--- src/rtl/spi_pkg.sv ---
// Shared types for the SPI master: FSM state encoding, SPI mode encoding and mode decode helper.
package spi_pkg;

   typedef enum logic [2:0] {
      IDLE  = 3'd0,
      SETUP = 3'd1,
      XFER  = 3'd2,
      HOLD  = 3'd3,
      GAP   = 3'd4
   } spi_state_e;

   typedef enum logic [1:0] {
      MODE0 = 2'd0,
      MODE1 = 2'd1,
      MODE2 = 2'd2,
      MODE3 = 2'd3
   } spi_mode_e;

   // Returns {cpol, cpha} for a standard SPI mode number.
   function automatic logic [1:0] mode_to_cpol_cpha(input spi_mode_e mode);
      logic [1:0] r;
      case (mode)
         MODE0:   r = 2'b00;
         MODE1:   r = 2'b01;
         MODE2:   r = 2'b10;
         MODE3:   r = 2'b11;
         default: r = 2'b00;
      endcase
      return r;
   endfunction

endpackage

--- src/rtl/spi_sclk_gen.sv ---
// SPI serial clock generator: free-running divider while enabled, registered sclk and
// one-cycle lead/trail strobes that announce the sclk edge taken on the next clk edge.
module spi_sclk_gen #(
   parameter int   CLK_DIV = 10,
   parameter logic CPOL    = 1'b0
) (
   input  logic clk,
   input  logic rst,
   input  logic en,
   input  logic tgl_en,
   output logic tick,
   output logic sclk,
   output logic lead_stb,
   output logic trail_stb
);

   localparam int CW = (CLK_DIV > 1) ? $clog2(CLK_DIV) : 1;

   logic [CW-1:0] cnt;

   // The divider sits at zero while disabled, so the first tick lands CLK_DIV cycles after enable.
   assign tick      = en && (cnt == CW'(CLK_DIV - 1));
   assign lead_stb  = tick && tgl_en && (sclk == CPOL);
   assign trail_stb = tick && tgl_en && (sclk != CPOL);

   always_ff @(posedge clk) begin
      if (rst || !en) begin
         cnt <= '0;
      end else if (tick) begin
         cnt <= '0;
      end else begin
         cnt <= cnt + CW'(1);
      end
   end

   always_ff @(posedge clk) begin
      if (rst || !en) begin
         sclk <= CPOL;
      end else if (tick && tgl_en) begin
         sclk <= ~sclk;
      end
   end

endmodule

--- src/rtl/spi_master_full_duplex.sv ---
// Parametrised full-duplex SPI master (FSM, tx/rx shift registers, sclk edge counter).
// Optional SPI_MASTER_LOOPBACK_EN adds loop_en, feeding internal mosi into the rx shifter.
module spi_master_full_duplex
   import spi_pkg::*;
#(
   parameter int DW        = 12,
   parameter int CLK_DIV   = 10,
   parameter int CPOL      = 0,
   parameter int CPHA      = 0,
   parameter int LSB_FIRST = 1
) (
   input  logic          clk,
   input  logic          rst,
   input  logic          tx_valid,
   output logic          tx_ready,
   input  logic [DW-1:0] tx_data,
   output logic          rx_valid,
   output logic [DW-1:0] rx_data,
   output logic          busy,
   output logic          cs_n,
   output logic          sclk,
   output logic          mosi,
   input  logic          miso,
`ifdef SPI_MASTER_LOOPBACK_EN
   input  logic          loop_en,
`endif
   output spi_state_e    state_dbg
);

   if (DW < 1 || CLK_DIV < 2) begin : g_param_check
      $error("spi_master_full_duplex: DW must be >= 1 and CLK_DIV must be >= 2");
   end

   localparam logic CPOL_L = (CPOL != 0);
   localparam logic CPHA_L = (CPHA != 0);
   localparam logic LSB_L  = (LSB_FIRST != 0);
   localparam int   BCW    = $clog2(2 * DW + 1);
   localparam logic [BCW-1:0] LAST_EDGE = BCW'(2 * DW);
   localparam logic [BCW-1:0] PEN_EDGE  = BCW'(2 * DW - 1);

   spi_state_e     state, state_nxt;
   logic [BCW-1:0] edge_cnt;
   logic [DW-1:0]  tx_sh, rx_sh, rx_nxt;
   logic           hs, gen_en, gen_tgl, done;
   logic           tick, lead_stb, trail_stb;
   logic           sample_stb, shift_stb, rx_din;

   // Handshake: a word is accepted at the clk edge where tx_valid && tx_ready. tx_valid is
   // ignored while busy and must be held by the source; rx_valid is a 1-cycle pulse, no backpressure.
   assign tx_ready  = (state == IDLE) && !rst;
   assign hs        = tx_valid && tx_ready;
   assign busy      = (state != IDLE);
   assign state_dbg = state;

   function automatic logic first_bit(input logic [DW-1:0] w);
      return LSB_L ? w[0] : w[DW-1];
   endfunction

   function automatic logic [DW-1:0] shift_word(input logic [DW-1:0] w);
      return LSB_L ? (w >> 1) : (w << 1);
   endfunction

   always_ff @(posedge clk) begin
      if (rst) begin
         state <= IDLE;
      end else begin
         state <= state_nxt;
      end
   end

   always_comb begin
      state_nxt = state;
      gen_en    = 1'b0;
      gen_tgl   = 1'b0;
      done      = 1'b0;
      case (state)
         IDLE: begin
            if (tx_valid) state_nxt = SETUP;
         end
         SETUP: begin
            gen_en = 1'b1;
            if (tick) state_nxt = XFER;
         end
         XFER: begin
            gen_en  = 1'b1;
            gen_tgl = (edge_cnt != LAST_EDGE);
            // After the last edge XFER still waits one full half-period before HOLD.
            if (tick && (edge_cnt == LAST_EDGE)) state_nxt = HOLD;
         end
         HOLD: begin
            gen_en = 1'b1;
            if (tick) begin
               done      = 1'b1;
               state_nxt = GAP;
            end
         end
         GAP: begin
            gen_en = 1'b1;
            if (tick) state_nxt = IDLE;
         end
         default: state_nxt = IDLE;
      endcase
   end

   spi_sclk_gen #(
      .CLK_DIV (CLK_DIV),
      .CPOL    (CPOL_L)
   ) u_sclk_gen (
      .clk       (clk),
      .rst       (rst),
      .en        (gen_en),
      .tgl_en    (gen_tgl),
      .tick      (tick),
      .sclk      (sclk),
      .lead_stb  (lead_stb),
      .trail_stb (trail_stb)
   );

   // CPHA=0 presents bit 0 at the handshake, so the final trailing edge has nothing left to shift.
   assign sample_stb = CPHA_L ? trail_stb : lead_stb;
   assign shift_stb  = CPHA_L ? lead_stb  : (trail_stb && (edge_cnt != PEN_EDGE));

`ifdef SPI_MASTER_LOOPBACK_EN
   logic loop_q;

   always_ff @(posedge clk) begin
      if (rst) begin
         loop_q <= 1'b0;
      end else if (hs) begin
         loop_q <= loop_en;
      end
   end

   assign rx_din = loop_q ? mosi : miso;
`else
   assign rx_din = miso;
`endif

   always_comb begin
      rx_nxt = rx_sh;
      if (LSB_L) begin
         rx_nxt         = rx_sh >> 1;
         rx_nxt[DW-1]   = rx_din;
      end else begin
         rx_nxt         = rx_sh << 1;
         rx_nxt[0]      = rx_din;
      end
   end

   always_ff @(posedge clk) begin
      if (rst || hs) begin
         edge_cnt <= '0;
      end else if (tick && gen_tgl) begin
         edge_cnt <= edge_cnt + BCW'(1);
      end
   end

   always_ff @(posedge clk) begin
      if (rst) begin
         tx_sh    <= '0;
         rx_sh    <= '0;
         mosi     <= 1'b0;
         cs_n     <= 1'b1;
         rx_valid <= 1'b0;
         rx_data  <= '0;
      end else begin
         rx_valid <= 1'b0;
         if (hs) begin
            cs_n  <= 1'b0;
            rx_sh <= '0;
            if (CPHA_L) begin
               tx_sh <= tx_data;
            end else begin
               tx_sh <= shift_word(tx_data);
               mosi  <= first_bit(tx_data);
            end
         end else begin
            if (shift_stb) begin
               mosi  <= first_bit(tx_sh);
               tx_sh <= shift_word(tx_sh);
            end
            if (sample_stb) begin
               rx_sh <= rx_nxt;
            end
            if (done) begin
               cs_n     <= 1'b1;
               mosi     <= 1'b0;
               rx_valid <= 1'b1;
               rx_data  <= rx_sh;
            end
         end
      end
   end

endmodule

--- config.mk ---
export PLATFORM = sky130hd
export DESIGN_NAME = spi_master_full_duplex
export DESIGN_NICKNAME = d
export VERILOG_FILES = /design/src/rtl/spi_pkg.sv /design/src/rtl/spi_sclk_gen.sv /design/src/rtl/spi_master_full_duplex.sv
export SDC_FILE = /design/constraint.sdc
export NUM_CORES = 1
export LEC_CHECK = 0
export ABC_AREA = 1
export CAP_MARGIN = 25
export CELL_PAD_IN_SITES_DETAIL_PLACEMENT = 0
export CELL_PAD_IN_SITES_GLOBAL_PLACEMENT = 2
export CORE_UTILIZATION = 30
export DETAILED_ROUTE_END_ITERATION = 10
export GPL_TIMING_DRIVEN = 1
export PLACE_DENSITY = 0.85
export SKIP_LAST_GASP = 1
export SYNTH_ARGS = -nofsm -noshare
export SYNTH_HDL_FRONTEND = slang
export SYNTH_HIERARCHICAL = 1
export SYNTH_SLANG_ARGS = --single-unit
--- constraint.sdc ---
create_clock -name clk -period 2.7 [get_ports clk]
set_clock_uncertainty 0.1 [all_clocks]
set_input_delay 0.405 -clock clk [delete_from_list [all_inputs] [get_ports clk]]
set_output_delay 0.405 -clock clk [all_outputs]
set_load 0.02 [all_outputs]
# Yosys cells after proc, flatten, opt, wreduce, memory -nomap -nowiden
# Index checks and enable logic that the tools add are counted.
# op_classes
n_addsub,2
mul,0
div,0
order_cmp,0
n_eq_ne,13
shift,0
n_mux,18
n_bitwise,2
n_reduce_logical,22
# op_table
cell,count
11-bit 2-to-1 mux,2
3-bit 2-to-1 mux,5
3-bit case mux with 5 select lines,1
1-bit 2-to-1 mux,10
"2-bit != test, second input constant",5
"5-bit != test, second input constant",2
1-bit logical AND,8
"3-bit by 2-bit == test with 1-bit output, second input constant",2
3-bit nonzero test,2
"5-bit by 1-bit adder with 5-bit output, second input constant",1
"5-bit == test, second input constant",1
5-bit AND reduction,1
"4-bit by 1-bit adder with 4-bit output, second input constant",1
"4-bit == test, second input constant",1
2-bit nonzero test,2
2-bit OR reduction,2
4-bit OR reduction,1
"3-bit by 1-bit == test with 1-bit output, second input constant",1
"3-bit == test, second input constant",1
3-bit zero test,1
1-bit zero test,2
1-bit logical OR,2
1-bit inverter,2
2-bit AND reduction,1
# totals
ff_bits,51
latch_bits,0
ram_bits,0
mem_bits_ro,0
in_bits,16
out_inout_bits,21
elab_cells,67
n_memories,0

# Depth between registers and ports, before layout
# Gate-level depths: netlist of the first run.
# depth
word_depth,10
depth_mapped,14
ltp_nobuf,14

# By module
# The synthesis of the first run kept the hierarchy.
# modules_own_cells
mod,instances,cells_per_inst,area_per_inst_um2,seq_area_each_um2
spi_master_full_duplex,1,294,2114.5,920.9
spi_sclk_gen,1,34,285.3,100.1

# Worst setup path after synthesis of the first run
# Ideal clock, no wire load.
# synth_path
path_type,flip-flop to flip-flop
from,"register state[1], in the netlist state_dbg[1]"
to,register tx_sh[1]
setup_time_ns,0.070
arrival_ns,1.980
required_time_ns,2.530
path_slack_ns,0.551
stages_incl_launch_ff,13
path_buffers,1
period_less_slack_ns,2.149
path_cell_list,dfxtp_1 inv_2 nand2_1 and2_1 nand2_4 nor2_4 nand3_2 inv_1 clkbuf_1 nand3_1 nand2_1 nand2_1 a21oi_1
# synth_via
elab_chain_len,8
word_cells_on_any_way,16
classes_between,eq/ne (4); mux (3); reduce/logical (9)
# synth_rtl
element,line,text
start: declaration,spi_master_full_duplex.sv:41,"spi_state_e state, state_nxt;"
start signal: assignment,spi_master_full_duplex.sv:67,state <= state_nxt;
3-bit == test (tied with other cells),spi_master_full_duplex.sv:76,case (state)
4-bit OR reduction (no source line) (*),n/a,
1-bit 2-to-1 mux (*),spi_master_full_duplex.sv:76,
named net gen_en,spi_master_full_duplex.sv:44,"logic hs, gen_en, gen_tgl, done;"
1-bit logical AND (*),spi_sclk_gen.sv:22,assign tick = en && (cnt == CW'(CLK_DIV - 1));
named net tick,spi_master_full_duplex.sv:45,"logic tick, lead_stb, trail_stb;"
1-bit logical AND (*) (2 in a row),spi_sclk_gen.sv:24,assign trail_stb = tick && tgl_en && (sclk != CPOL);
named net trail_stb,spi_master_full_duplex.sv:45,
1-bit logical AND (*),spi_master_full_duplex.sv:121,assign shift_stb = CPHA_L ? lead_stb : (trail_stb && (edge_cnt != PEN_EDGE));
2-bit nonzero test (no source line) (*),n/a,
end signal: assignment,spi_master_full_duplex.sv:172,tx_sh <= tx_data;
end signal: assignment,spi_master_full_duplex.sv:174,tx_sh <= shift_word(tx_data);
end signal: assignment,spi_master_full_duplex.sv:180,tx_sh <= shift_word(tx_sh);
end: declaration,spi_master_full_duplex.sv:43,"logic [DW-1:0] tx_sh, rx_sh, rx_nxt;"
# The timed path passes the listed nets; every way through them passes the cells marked *.
# A chain may end at the register's enable or synchronous reset.

# Worst setup path after layout of the first run
# layout_path
from,input port rst
to,output port tx_ready
# layout_via
elab_chain_len,2
# layout_rtl
element,line,text
start: declaration,spi_master_full_duplex.sv:13,"input logic rst,"
1-bit zero test,spi_master_full_duplex.sv:50,assign tx_ready = (state == IDLE) && !rst;
1-bit logical AND,spi_master_full_duplex.sv:50,
end: declaration,spi_master_full_duplex.sv:15,"output logic tx_ready,"
# Every way passes these cells.

==> out/qor.yml, run 1 <==
power:
  swShare: 0.328
  p_leak_nw: 1.17
  ir_drop_mv: 0.189
  p_int_mw: 1.29
  power_frac_seq: 0.443
  switchingPower_mw: 0.628
  clkPwrFrac: 0.288
  p_comb_frac: 0.269
  powerDensity_nw_per_um2: 648
timing:
  period_needed_ns: 2.21
  rsz0062_at_grt: "false"
  slew-limit-headroom: 0.684
  worst_slack_ns: 0.493
  setup_tns_ns: 0
  tightest_slew_ns: 0.473
  hold_viol_final: 0
  setup_viol: 0
  final_max_slew_viol_count: 0
  fin_crit_sh: 0.817
  fmax_mhz: 453
critical_path:
  r2r_cells: 13
  critPathKind: "primary input to output pin"
  crit_path_start_kind: "primary input"
  rrSetupSlack_ns: 0.55
  worstPathRequired_ns: 2.19
  r2r_end: "mosi"
  critPathMaxFanout: 7
  cp_data_arrival_time_ns: 1.70
  r2r_start: "state_dbg[1]"
  crit_path_end_kind: "output pin"
global_routing:
  grt_pass1_wl_um: 8980
  grt_overflow: 0
  grt.busiest_layer: "met2"
  grt_use_met1: 0.168
  antenna_found_initial: 0
  grt_util_met2: 0.218
  grt_util_all_layers: 0.131
  grt_pass1_vias: 1996
  grt_use_met3: 0.0276
  grt_max_degree: 27
floorplan:
  fp.coreArea_sq_um: 7730
  chipWidth_um: 91.4
  io_pins: 37
  dieArea_sq_um: 8360
  rows: 32
  fp.dieH_um: 91.4
  initial_core_util: 0.311
clocking:
  cts_tree: "done"
  numCtsBuffers: 5
  root_buffer: "clkbuf_8"
  ctsHtreeMaxLevel: 2
  cts_sinks: 51
  clockBufferDepth: 2
  holdBufCountCts: 0
  post_cts_buffers: 0
  clock_latency_ns: 0.31
  clk_pin_slew_worst_paths_ns: 0.09
  cts_resized: 0
routing:
  drt_iter0_markers: 72
  vias: 2062
  wirelength_um: 5120
  drc_errors: 0
  viasPerCell: 4.43
  firstDrtPassIters: 4
  antenna_left: 0
  post_drt_wl_per_cell_um: 11.0
hold_path:
  min_to: "rx_sh[0]"
  holdPathStages: 2
  hold_path.startpoint: "rx_sh[0]"
  holdCritPathClass: "flop to flop"
placed_design:
  io_buffers: 36
  dp_slack_ns: 0.481
  dpl.cell_count: 457
  dpl.hpwl_um: 3550
  routabilityCongestion: 0.763
  placed_cell_area_sq_um: 2840
status:
  outcome: "complete, no violations"
yosys:
  synth_area_sq_um: 2400
  syn_inst: 328
  synth_fp_nets: 348
  post_synth.cell_area_avg_sq_um: 7.32
  ys_ff_latch: 51
  yosysUniqueCellTypes: 28
  yosysWarnings: 6
  ys_seq_area_frac: 0.425
finish:
  drive_gt1_frac: 0.127
  finalNonFillerCells: 465
  insertedDiodeCount: 0
  nFillCells: 816
  final_common_cell: "nand2_1"
  num-nets-final: 382
  mostFrequentLayoutCells: "nand2_1 (109), dfxtp_1 (51), clkdlybuf4s50_1 (36)"
  postLayoutCellArea_sq_um: 2950
  area_growth_pct: 23.1
run:
  drv_cap: 0
## metrics by stage
stage,power (mW),utilization,hold slack [ns]
global route,2.04,0.382,0.394
global placement,1.39,0.367,0.347
detailed placement,1.39,0.367,0.355
finish,1.91,0.382,0.367
floorplan,1.24,-,0.333
CTS,1.94,0.382,0.370
## final cells by class
| type | count | area (sq um) | share of cell area |
|---|---|---|---|
| multi-input combinational | 226 | 1150 | 0.388 |
| timing repair buffer | 41 | 398 | 0.135 |
| inverter | 37 | 144 | 0.0487 |
| clock buffer | 5 | 68.8 | 0.0233 |
| sequential | 51 | 1020 | 0.346 |
| tap | 102 | 128 | 0.0432 |
| clock inverter | 3 | 47.5 | 0.0161 |
## critical path, stage by stage
cell,delay (ns)
clkdlybuf4s50_1,0.46
inv_4,0.12
nand3_1,0.08
inv_1,0.05
clkdlybuf4s50_1,0.59
## state kept, by name (all words and copies together) (netlist names)
register and cells:
mosi 1, state_dbg 3, u_sclk_gen/sclk 1, tx_sh 11, edge_cnt 5, u_sclk_gen/cnt 4
rx_data 12, rx_valid 1, cs_n 1, rx_sh 12
## worst max path at each step
stage,startpoint,end,slack (ns),cells past startpoint
3_3_place_gp,rst,tx_ready,0.48,5
5_1_grt,state_dbg[1],tx_sh[0],0.33,13
6_report,rst,tx_ready,0.49,5
4_1_cts,rst,tx_ready,0.48,5
3_5_place_dp,rst,tx_ready,0.48,5
2_1_floorplan,state_dbg[1],tx_sh[1],0.55,12
## synth_stat cells
cell type,count,area [sq um]
nor2_4,4,45.0
nand3_2,2,20.0
dfxtp_1,51,1020
nand4_2,1,12.5
a21oi_1,30,150
and2_1,1,6.26
xnor2_1,2,17.5
buf_2,4,20.0
inv_4,2,12.5
o21ai_2,1,8.76
nor2_2,4,25.0
nor2_1,14,52.6
nand4_1,5,31.3
nand3_1,30,150
buf_4,2,15.0
xor2_1,2,17.5
nand2_4,1,11.3
nand4_4,1,21.3
a21oi_2,10,87.6
buf_6,3,33.8
clkbuf_1,5,18.8
o21ai_0,1,5.00
nand3b_1,1,7.51
ha_1,4,50.1
nand2_1,109,409
inv_2,4,15.0
inv_1,31,116
nand2_2,3,18.8
## layer usage
layer  vias to the layer above  part of all wire
li1                       1100                 -
met5                         -                 0
met4                         0             0.011
met3                         5             0.035
met1                       920              0.49
met2                        37              0.46
## power by group through the flow
stage	registers (mW)	logic, mW	clock network (mW)
final	0.848	0.515	0.551
after global placement	0.865	0.523	0
after floorplan	0.881	0.356	0
after CTS	0.850	0.523	0.572
after global routing	0.857	0.578	0.602
after detailed placement	0.867	0.520	0
## cell families (layout without fill, tap and decap cells)
kind of cell | Yosys count | count (layout) | synth area share
compound gates | 42 | 42 | 0.105
xor+xnor | 4 | 4 | 0.0146
fa+ha+maj | 4 | 4 | 0.0209
buf+inv | 51 | 86 | 0.0964
flops | 51 | 51 | 0.425
simple gates | 176 | 176 | 0.338
(Power assumes the default switching activity.)
==> inputs of run 2 (changes only) <==
--- a/config.mk
+++ b/config.mk
@@ -9,10 +9,10 @@
 export CAP_MARGIN = 25
 export CELL_PAD_IN_SITES_DETAIL_PLACEMENT = 0
 export CELL_PAD_IN_SITES_GLOBAL_PLACEMENT = 2
-export CORE_UTILIZATION = 30
+export CORE_UTILIZATION = 27
 export DETAILED_ROUTE_END_ITERATION = 10
 export GPL_TIMING_DRIVEN = 1
-export PLACE_DENSITY = 0.85
+export PLACE_DENSITY = 0.82
 export SKIP_LAST_GASP = 1
 export SYNTH_ARGS = -nofsm -noshare
 export SYNTH_HDL_FRONTEND = slang
==> constraint.sdc (replaced) <==
create_clock -name clk -period 1.9 [get_ports clk]
set_clock_uncertainty 0.1 [all_clocks]
set_input_delay 0.285 -clock clk [delete_from_list [all_inputs] [get_ports clk]]
set_output_delay 0.285 -clock clk [all_outputs]
set_load 0.02 [all_outputs]
==> run 2 against run 1 <==
  * Register-to-register slack got worse by 0.41 ns
  * Clock power increased by 15%
  * Cell area increased by 5.1%
  * Setup slack got worse by 0.41 ns
  * Final cell count increased by 5.2%
  * Count of clock-buffer cells in the layout increased by 1
  * First-iteration DRC count decreased by 17%
  * Core utilization decreased by 2.4 points
  * Routed wire length increased by 5.6%
  * Largest cell class unchanged
  * Global-route usage decreased by 0.49 points
  * Critical path depth decreased by 2
  * Critical path type is now flop to output pin
  * Combinational power increased by 68%
==> out/qor.yml, run 2 (synthesized netlist as in run 1, its figures left out) <==
critical_path:
  crit_path_end_kind: "output pin"
  critPathKind: "flop to output pin"
  r2r_start: "state_dbg[0]"
  crit_path_max_incr_delay_ns: 0.61  # +0.02 ns
  rrSetupSlack_ns: 0.14  # -0.41 ns
  r2r_cells: 13  # unchanged
  r2r_end: "state_dbg[0]"
  cp_data_arrival_time_ns: 1.43  # -0.27 ns
  cp_slowest_cell: "clkdlybuf4s50_1"
  worstPathRequired_ns: 1.51  # -0.68 ns
  critPathMaxFanout: 5  # -2
  crit_path_start_kind: "flop"
  path_buf_inv: 1  # -3
  path_delay_family: "buffers and inverters"
  path_cells: "nor2_4 > nand2_2 > clkdlybuf4s50_1"
floorplan:
  io_pins: 37  # unchanged
  fp.coreArea_sq_um: 8680  # +12%
  dieArea_sq_um: 9270  # +11%
  chipWidth_um: 96.3  # +5.3%
  rows: 34  # +6.3%
  initial_core_util: 0.277  # -0.0340
  fp.dieH_um: 96.3  # +5.3%
power:
  clkPwrFrac: 0.234  # -0.054
  p_leak_nw: 1.24  # +6.4%
  p_int_mw: 1.79  # +39%
  p_comb_frac: 0.319  # +0.050
  total_power_mw: 2.71  # +41%
  powerDensity_nw_per_um2: 871  # +34%
  power_frac_seq: 0.447  # +0.004
  swShare: 0.340  # +0.0115
  ir_drop_mv: 0.282  # +49%
  switchingPower_mw: 0.919  # +46%
finish:
  final_common_cell: "nand2_1"
  num-nets-final: 400  # +4.7%
  drive_gt1_frac: 0.197  # +0.0701
  area_growth_pct: 29.4
  insertedDiodeCount: 0  # unchanged
  largest_registers: "rx_data: 12 flops, rx_sh: 12 flops, tx_sh: 11 flops"
  mostFrequentLayoutCells: "nand2_1 (107), dfxtp_1 (48), clkdlybuf4s50_1 (35)"
  finalNonFillerCells: 489  # +5.2%
routing:
  drt_iter0_markers: 60  # -17%
  antenna_left: 0  # unchanged
  wirelength_um: 5410  # +5.6%
  viasPerCell: 4.41  # -0.62%
  firstDrtPassIters: 4  # unchanged
  vias: 2155  # +4.5%
  drc_errors: 0  # unchanged
  post_drt_wl_per_cell_um: 11.1  # +0.40%
clocking:
  cts_tree: "done"
  numCtsBuffers: 5  # unchanged
  holdBufCountCts: 0  # unchanged
  clock_latency_ns: 0.31  # about the same
  ctsHtreeMaxLevel: 2  # unchanged
  clockBufferDepth: 2  # unchanged
  cts_sinks: 51  # unchanged
  root_buffer: "clkbuf_8"
  clk_pin_slew_worst_paths_ns: 0.09  # about the same
timing:
  hold_viol_final: 0  # unchanged
  final_max_slew_viol_count: 0  # unchanged
  tightest_slew_ns: 0.318  # -0.155 ns
  period_needed_ns: 1.82
  fin_crit_sh: 0.958
  rsz0062_at_grt: "true"
  slew-limit-headroom: 0.788  # +0.104
  setup_viol: 0  # unchanged
  fmax_mhz: 550
global_routing:
  antenna_found_initial: 0  # unchanged
  grt_pass1_wl_um: 9070  # +1.1%
  grt_overflow: 0  # unchanged
  grt_util_all_layers: 0.126  # -0.00486
  grt_max_degree: 27  # unchanged
  grt_pass1_vias: 2046  # +2.5%
run:
  drv_cap: 0  # unchanged
placed_design:
  io_buffers: 36  # unchanged
  dpl.cell_count: 480  # +5.0%
  dpl.hpwl_um: 3910  # +10%
  routabilityCongestion: 0.773  # +1.3%
hold_path:
  holdPathStages: 2  # unchanged
  holdCritPathClass: "flop to flop"
  min_to: "rx_data[0]"
  hold_path.startpoint: "rx_sh[0]"
status:
  outcome: "complete, no violations"
## run 2: power groups by stage
| stage | clock network [mW] | registers, mW | logic (mW) |
|---|---|---|---|
| after floorplan | 0 | 1.26 | 0.512 |
| after global placement | 0 | 1.23 | 0.849 |
| after detailed placement | 0 | 1.23 | 0.851 |
| after CTS | 0.659 | 1.21 | 0.846 |
| after global routing | 0.697 | 1.22 | 0.951 |
| final | 0.634 | 1.21 | 0.863 |
## run 2: area by class of cell
type	instances	area, sq um
clock buffers	6	72.6
clock inverters	2	12.5
fillers	947	5570
inverters	37	144
multi-input cells	226	1160
flip-flops and latches	51	1030
well taps	108	135
repair buffers	59	552
## run 2: worst max-delay path by stage
stage                       startpoint        to  depth (start not counted)  slack (ns)
after detailed placement           rst  tx_ready                          5       -0.01
final                     state_dbg[2]      busy                          3        0.08
after global placement             rst  tx_ready                          5       -0.01
after global routing      state_dbg[0]      mosi                         12       -0.03
after floorplan           state_dbg[1]  tx_sh[1]                         12        0.05
after CTS                 state_dbg[0]      mosi                         12        0.03
## run 2: through the flow
step	setup slack (ns)	util	hold WS (ns)	setup TNS [ns]	cell area (sq um)
global placement	-0.0127	0.345	0.349	-0.0127	2990
global route	-0.0293	0.358	0.393	-0.144	3110
finish	0.0802	0.358	0.368	0	3110
CTS	0.0323	0.354	0.371	0	3080
detailed placement	-0.0113	0.345	0.356	-0.0113	2990
floorplan	0.0527	-	0.332	0	2410
## run 2: worst min-delay path: cells and delay by family (launching register included)
family,cells,cell delay (ns)
DFF,1,0.32
and+or+nand+nor,1,0.06
AOI/OAI and AO/OA,1,0.05
## run 2: what timing repair did
action | 4_1_cts | 5_1_grt
setup buffers | 0 | 1
gates resized for setup | 1 | 11
endpoints found under the setup margin | 1 | 41
pin swaps | 0 | 2
cloned | 0 | 0
## run 2: per-layer routing
metal / vias up / wire, um / global-route usage
met5: - / 0 / 0
met4: 0 / 78 / 0.0410
met3: 7 / 178 / 0.0261
met2: 28 / 2550 / 0.219
met1: 982 / 2610 / 0.155
li1: 1138 / - / -
